--- src/rtl/mem_access_pkg.sv ---
// Shared definitions for the MEM stage: memory-op encodings, NOP register
// address, zero word and the access-FSM state type.
package mem_access_pkg;

    localparam logic [3:0] OP_NONE = 4'd0;
    localparam logic [3:0] OP_LB   = 4'd1;
    localparam logic [3:0] OP_LBU  = 4'd2;
    localparam logic [3:0] OP_LH   = 4'd3;
    localparam logic [3:0] OP_LHU  = 4'd4;
    localparam logic [3:0] OP_LW   = 4'd5;
    localparam logic [3:0] OP_SB   = 4'd6;
    localparam logic [3:0] OP_SH   = 4'd7;
    localparam logic [3:0] OP_SW   = 4'd8;

    localparam int          NOP_REG_ADDR = 0;
    localparam logic [31:0] ZERO_WORD    = 32'h0000_0000;

    typedef enum logic [1:0] {
        ST_IDLE = 2'd0,
        ST_WAIT = 2'd1,
        ST_HOLD = 2'd2
    } state_t;

    function automatic logic op_is_load(input logic [3:0] op);
        return (op == OP_LB) || (op == OP_LBU) || (op == OP_LH) ||
               (op == OP_LHU) || (op == OP_LW);
    endfunction

    function automatic logic op_is_store(input logic [3:0] op);
        return (op == OP_SB) || (op == OP_SH) || (op == OP_SW);
    endfunction

endpackage

--- src/rtl/mem_align.sv ---
// Big-endian sub-word alignment: store lane replication and byte enables,
// load lane extraction with sign/zero extension, and the misalign check.
module mem_align
    import mem_access_pkg::*;
(
    input  logic [3:0]  op,
    input  logic [1:0]  lane,
    input  logic [31:0] store_data,
    input  logic [31:0] rdata,
    output logic [3:0]  sel,
    output logic [31:0] wdata,
    output logic [31:0] load_data,
    output logic        misalign,
    output logic        is_load,
    output logic        is_store
);

    logic [7:0]  byte_v;
    logic [15:0] half_v;

    always_comb begin
        is_load   = op_is_load(op);
        is_store  = op_is_store(op);
        sel       = 4'b0000;
        wdata     = ZERO_WORD;
        load_data = ZERO_WORD;
        misalign  = 1'b0;
        // lane 0 is the most significant byte, so shift by (3 - lane) bytes
        byte_v    = 8'(rdata >> {~lane, 3'b000});
        half_v    = lane[1] ? rdata[15:0] : rdata[31:16];

        case (op)
            OP_LB: begin
                sel       = 4'b1111;
                load_data = {{24{byte_v[7]}}, byte_v};
            end
            OP_LBU: begin
                sel       = 4'b1111;
                load_data = {24'h000000, byte_v};
            end
            OP_LH: begin
                sel       = 4'b1111;
                misalign  = lane[0];
                load_data = {{16{half_v[15]}}, half_v};
            end
            OP_LHU: begin
                sel       = 4'b1111;
                misalign  = lane[0];
                load_data = {16'h0000, half_v};
            end
            OP_LW: begin
                sel       = 4'b1111;
                misalign  = |lane;
                load_data = rdata;
            end
            OP_SB: begin
                sel   = 4'b1000 >> lane;
                wdata = {4{store_data[7:0]}};
            end
            OP_SH: begin
                misalign = lane[0];
                sel      = lane[1] ? 4'b0011 : 4'b1100;
                wdata    = {2{store_data[15:0]}};
            end
            OP_SW: begin
                misalign = |lane;
                sel      = 4'b1111;
                wdata    = store_data;
            end
            default: ;
        endcase
    end

endmodule

--- src/rtl/mem_access.sv ---
// Pipelined MEM stage: runs loads/stores over a variable-latency req/ack bus,
// stalls the pipeline while waiting, and holds its result while MEM/WB is held.
module mem_access
    import mem_access_pkg::*;
#(
    parameter int ADDR_W     = 32,
    parameter int REG_ADDR_W = 5,
    parameter int TIMEOUT    = 255,
    parameter int CNT_W      = 8
) (
    input  logic                  clk,
    input  logic                  rst,
    input  logic [3:0]            mem_op_i,
    input  logic [ADDR_W-1:0]     mem_addr_i,
    input  logic [31:0]           store_data_i,
    input  logic [REG_ADDR_W-1:0] waddr_i,
    input  logic                  we_i,
    input  logic [31:0]           wdata_i,
    input  logic                  stall_i,
    output logic [REG_ADDR_W-1:0] waddr_o,
    output logic                  we_o,
    output logic [31:0]           wdata_o,
    output logic [REG_ADDR_W-1:0] waddr_id_o,
    output logic                  we_id_o,
    output logic [31:0]           wdata_id_o,
    output logic                  stallreq_o,
    output logic                  exc_misalign_o,
    output logic                  exc_buserr_o,
    output logic                  dm_req_o,
    output logic                  dm_we_o,
    output logic [ADDR_W-1:0]     dm_addr_o,
    output logic [3:0]            dm_sel_o,
    output logic [31:0]           dm_wdata_o,
    input  logic                  dm_ack_i,
    input  logic [31:0]           dm_rdata_i,
    output logic [1:0]            dbg_state_o
);

    // Bus handshake: dm_req_o rises with address/sel/we/wdata valid and all of
    // them stay constant until the cycle dm_ack_i is seen high (the transfer
    // completes in that cycle) or the wait counter expires; an ack with no
    // request outstanding is ignored.
    typedef struct packed {
        logic [3:0]            op;
        logic [ADDR_W-1:0]     addr;
        logic [31:0]           sdata;
        logic [REG_ADDR_W-1:0] waddr;
        logic                  we;
    } req_t;

    state_t                state, state_next;
    logic [CNT_W-1:0]      cnt;
    req_t                  req_q, req_in, cur;
    logic [REG_ADDR_W-1:0] hold_waddr;
    logic                  hold_we;
    logic [31:0]           hold_wdata;

    logic        issue, complete, load_pending;
    logic [3:0]  al_sel;
    logic [31:0] al_wdata, al_load;
    logic        al_misalign, al_is_load, al_is_store;

    always_comb begin
        req_in.op    = mem_op_i;
        req_in.addr  = mem_addr_i;
        req_in.sdata = store_data_i;
        req_in.waddr = waddr_i;
        req_in.we    = we_i;
        // While waiting, drive the bus from the captured request so it cannot move
        cur = (state == ST_WAIT) ? req_q : req_in;
    end

    mem_align u_align (
        .op         (cur.op),
        .lane       (cur.addr[1:0]),
        .store_data (cur.sdata),
        .rdata      (dm_rdata_i),
        .sel        (al_sel),
        .wdata      (al_wdata),
        .load_data  (al_load),
        .misalign   (al_misalign),
        .is_load    (al_is_load),
        .is_store   (al_is_store)
    );

    always_ff @(posedge clk or negedge rst) begin
        if (!rst) begin
            state      <= ST_IDLE;
            cnt        <= '0;
            req_q      <= '0;
            hold_waddr <= '0;
            hold_we    <= 1'b0;
            hold_wdata <= ZERO_WORD;
        end else begin
            state <= state_next;
            if (state == ST_IDLE && dm_req_o && !dm_ack_i)
                req_q <= req_in;
            if (state == ST_WAIT && dm_req_o && !dm_ack_i)
                cnt <= cnt + 1'b1;
            else
                cnt <= '0;
            if (complete && stall_i) begin
                hold_waddr <= waddr_o;
                hold_we    <= we_o;
                hold_wdata <= wdata_o;
            end
        end
    end

    always_comb begin
        state_next     = state;
        issue          = 1'b0;
        complete       = 1'b0;
        load_pending   = 1'b0;
        dm_req_o       = 1'b0;
        dm_we_o        = 1'b0;
        dm_addr_o      = '0;
        dm_sel_o       = 4'b0000;
        dm_wdata_o     = ZERO_WORD;
        stallreq_o     = 1'b0;
        exc_misalign_o = 1'b0;
        exc_buserr_o   = 1'b0;
        waddr_o        = REG_ADDR_W'(NOP_REG_ADDR);
        we_o           = 1'b0;
        wdata_o        = ZERO_WORD;

        // Outputs are forced quiet while reset is held, even mid-access
        if (rst) begin
            case (state)
                ST_IDLE: begin
                    if (!(al_is_load || al_is_store)) begin
                        waddr_o = waddr_i;
                        we_o    = we_i;
                        wdata_o = wdata_i;
                    end else if (al_misalign) begin
                        exc_misalign_o = 1'b1;
                        waddr_o        = waddr_i;
                    end else begin
                        issue = 1'b1;
                    end
                end
                ST_WAIT: begin
                    if (cnt == CNT_W'(TIMEOUT)) begin
                        exc_buserr_o = 1'b1;
                        waddr_o      = cur.waddr;
                        state_next   = ST_IDLE;
                    end else begin
                        issue = 1'b1;
                    end
                end
                ST_HOLD: begin
                    waddr_o = hold_waddr;
                    we_o    = hold_we;
                    wdata_o = hold_wdata;
                    if (!stall_i)
                        state_next = ST_IDLE;
                end
                default: state_next = ST_IDLE;
            endcase

            if (issue) begin
                dm_req_o   = 1'b1;
                dm_we_o    = al_is_store;
                dm_addr_o  = {cur.addr[ADDR_W-1:2], 2'b00};
                dm_sel_o   = al_sel;
                dm_wdata_o = al_wdata;
                waddr_o    = cur.waddr;
                if (dm_ack_i) begin
                    complete   = 1'b1;
                    we_o       = al_is_load & cur.we;
                    wdata_o    = al_is_load ? al_load : ZERO_WORD;
                    state_next = stall_i ? ST_HOLD : ST_IDLE;
                end else begin
                    stallreq_o   = 1'b1;
                    load_pending = al_is_load;
                    state_next   = ST_WAIT;
                end
            end
        end

        waddr_id_o = waddr_o;
        wdata_id_o = wdata_o;
        we_id_o    = we_o & ~load_pending;
    end

    assign dbg_state_o = state;

endmodule

--- config.mk ---
export PLATFORM = sky130hd
export DESIGN_NAME = mem_access
export DESIGN_NICKNAME = d
export VERILOG_FILES = /design/src/rtl/mem_access_pkg.sv /design/src/rtl/mem_align.sv /design/src/rtl/mem_access.sv
export SDC_FILE = /design/constraint.sdc
export NUM_CORES = 1
export LEC_CHECK = 0
export BUFFER_PORTS_ARGS = -buffer_cell sky130_fd_sc_hd__buf_2
export CELL_PAD_IN_SITES_DETAIL_PLACEMENT = 1
export CELL_PAD_IN_SITES_GLOBAL_PLACEMENT = 2
export CORE_MARGIN = 2
export CORE_UTILIZATION = 32
export CTS_CLUSTER_SIZE = 40
export DETAILED_ROUTE_END_ITERATION = 10
export GPL_TIMING_DRIVEN = 0
export PLACE_DENSITY = 0.95
export SLEW_MARGIN = 15
export SYNTH_ARGS = -nofsm -noshare
export SYNTH_HDL_FRONTEND = slang
export SYNTH_HIERARCHICAL = 1
export SYNTH_SLANG_ARGS = --single-unit
--- constraint.sdc ---
create_clock -name clk -period 9.9 [get_ports clk]
set_clock_uncertainty 0.05 [all_clocks]
set_input_delay 1.98 -clock clk [delete_from_list [all_inputs] [get_ports clk]]
set_output_delay 1.98 -clock clk [all_outputs]
set_load 0.005 [all_outputs]
==> metrics.txt <==
top-area cell type share of the netlist area 0.350; WL/cell 20.4 um; Synth Register Bits 122; Sink Count 122; critical path depth 16; Ports 293; Setup Crit Path Kind flip-flop to primary output; Synth Area per Inst 8.76 um^2; Die ar. 28,600 um^2; Register-to-Register Setup Slack 4.82 ns; cells on worst reg2reg path 17; synthesized netlist cell count 997; CP max stage delay 0.85 ns; Num CTS Buffers 17; number of global-route vias before repair 9,104; clk_lat worst skew 0.42 ns; Synth Flop Type dfrtp_1; Post-synth EDFFs 0; layout cell share with drive strength beyond 1 0.333; Commonest cells post-synth 248 x nand2_1, 122 x dfrtp_1, 67 x mux2i_1; number of port buffers 290; Tcrit/Tclk final 0.820; vias after detailed routing 8,772; worst reg2reg path startpoint dbg_state_o[0]$_DFFE_PN0P_; GR Overflow Total 0; Max FO, Critical Path 10; PostCTS Resize Cnt 0; Detail Route Antenna Nets 0; register area share after synthesis 0.350; die width 169 um; Pwr Density 270 nW/um^2; TritonCTS clock tree yes; Netlist cell types 58; Synth-to-Final Area Change 28.7%; unrepaired setup endpoints after global routing false; fin. max-slew vios 0; Crit. Startpoint dbg_state_o[0]$_DFFE_PN0P_; minimum clock period 8.12 ns; std cell rows 60; router iterations before antenna repair 5; Final GP Congestion 0.915; status finished clean; Net count, final 1,451; top-count cell post-synth nand2_1; Ys Warns 6; CP required 7.87 ns; Peak VDD IR 0.0967 mV; Hold Buf Count CTS 0; Fmax 123 MHz; synth top area cells dfrtp_1 35%, nand2_1 11%, mux2_1 7.7%, mux2i_1 7.7%, buf_4 4.0%; initial drt markers 470; largest net degree at the start of global routing 82; synthesized area 8730 um^2; Die Height 169 um; Hold Fails Final Rpt 0; core area 26,900 um^2; worst r2r dst hold_waddr[1]$_DFFE_PN0P_; Leak Pwr 0.00549 uW; CP delay by family, top buffers and inverters; data arrival time of the worst path 6.09 ns; Hold EP cnt[0]$_DFF_PN0_; Slowest cell on crit path o311ai_0; crit path capture type primary output; Hold Path Cell Cnt 1; area leader, netlist dfrtp_1; clock-pin transition on the worst setup and hold timing paths 0.07 ns; wire length of the first global-routing pass 51,600 um; normalized max-slew margin 0.306; max cap viols 0; crit path buf inv count 8; H-tree levels 4; Root Driver clkbuf_16; # setup viols final 0; Initial Util 0.325; crit start category flip-flop; Post-CTS Setup Inserts 0; worst hold path class flip-flop to flip-flop; Detail Placement HPWL 26,000 um; # DRC 0; CP Cell Sequence nor2b_1 -> buf_2 -> clkbuf_1 -> buf_1 -> nand2_1 -> nand2_1 -> buf_4 -> buf_6 -> a31oi_1 -> o311ai_0 -> nor4_1 -> o211ai_1 -> clkbuf_1 -> o22ai_1 -> buf_4 -> buf_2; clock buffer depth 2; Fin Hold WS 0.419 ns; antenna violations before repair 4; via-per-instance ratio 5.27; Post-synth ARST share 1.00; total routed wirelength 33,900 um; hold path start cnt[0]$_DFF_PN0_; Slew @ Worst Pin 1.03 ns; fillers 3,327; GRT Total Usage 0.233; total negative slack 0 ns
layout make-up:
| class | count | area (um^2) | share of cell area |
|---|---|---|---|
| inverters | 45 | 169 | 0.0150 |
| clock buffers | 17 | 425 | 0.0379 |
| plain buffers | 119 | 805 | 0.0716 |
| flip-flops and latches | 122 | 3050 | 0.272 |
| repair buffers | 291 | 1490 | 0.133 |
| multi-input cells | 712 | 4710 | 0.419 |
| diodes | 3 | 7.51 | 0.000668 |
| clock inverters | 15 | 153 | 0.0136 |
| well taps | 341 | 427 | 0.0380 |
power by group:
part           internal [uW]  switching, uW  total [uW]
logic                    665            903        1570
clock network            356            282         638
registers                713            118         831
layer usage:
layer  GRT usage  part of all wire  vias to the layer above
li1            -                 -                     4054
met5           0           0.00065                        -
met4      0.0784             0.023                        4
met3      0.0469             0.059                       41
met1       0.292              0.43                     4331
met2       0.402              0.48                      342
through the flow:
step | setup slack (ns) | utilization | cell area (um^2) | total power (uW) | cells
after CTS | 1.62 | 0.418 | 11200 | 3060 | 1662
after floorplan | 3.68 | - | 8740 | 1830 | 998
after global routing | 1.21 | 0.418 | 11200 | 3250 | 1663
after detailed placement | 2.10 | 0.396 | 10700 | 2410 | 1630
after global placement | 1.70 | 0.395 | 10600 | 2350 | 1629
final | 1.78 | 0.418 | 11200 | 3040 | 1665
cell families (layout without fill, tap and decap cells):
logic type	count (synthesis)	count (layout)	synth area share
AO/OA/AOI/OAI	201	201	0.154
adder cells (fa/ha/maj)	1	1	0.00143
multiplexers	150	150	0.194
other	1	5	0.000429
AND/OR/NAND/NOR	351	351	0.182
XOR/XNOR	7	7	0.00702
buffers and inverters	164	487	0.111
flip-flops	122	122	0.350
worst max-delay path by stage:
stage                                to  slack [ns]
after floorplan             wdata_o[10]        3.68
after global placement    dm_wdata_o[9]        1.70
after detailed placement    wdata_o[18]        2.10
after CTS                   wdata_o[18]        1.62
after global routing        wdata_o[18]        1.21
final                       wdata_o[18]        1.78
sequential cells by signal, summed over array words and instances, names as in the netlist:
| signal | count |
|---|---|
| cnt | 8 |
| dbg_state_o | 2 |
| hold_waddr | 5 |
| hold_wdata | 32 |
| hold_we | 1 |
| req_q | 74 |
worst reg2reg max path, delay by kind of cell, from the launching register on:
family                 cells  cell delay, ns
multiplexers               1            0.25
flip-flops                 1            0.49
AO/OA/AOI/OAI              2            0.52
buffers and inverters      8            2.62
AND/OR/NAND/NOR            6            1.07
cell usage in the layout (no fill, tap or decap), types with 8 or more instances in the layout:
cell / synthesis / layout
clkbuf_1: 39 / 39
mux2i_1: 67 / 67
a32oi_1: 8 / 8
o21ai_0: 30 / 30
a22o_1: 8 / 8
o22ai_1: 40 / 40
buf_6: 9 / 9
buf_2: 16 / 305
nand2_1: 248 / 248
nor2_1: 13 / 13
buf_4: 46 / 46
mux4_2: 8 / 8
mux2_1: 60 / 60
inv_1: 45 / 45
o21ai_2: 10 / 10
mux2_2: 15 / 15
a21oi_1: 35 / 35
dfrtp_1: 122 / 122
and2_1: 47 / 47
o211ai_1: 9 / 9
a22oi_1: 41 / 41
clkbuf_16: 0 / 17
Note: power is estimated with default switching activity, not from simulation.
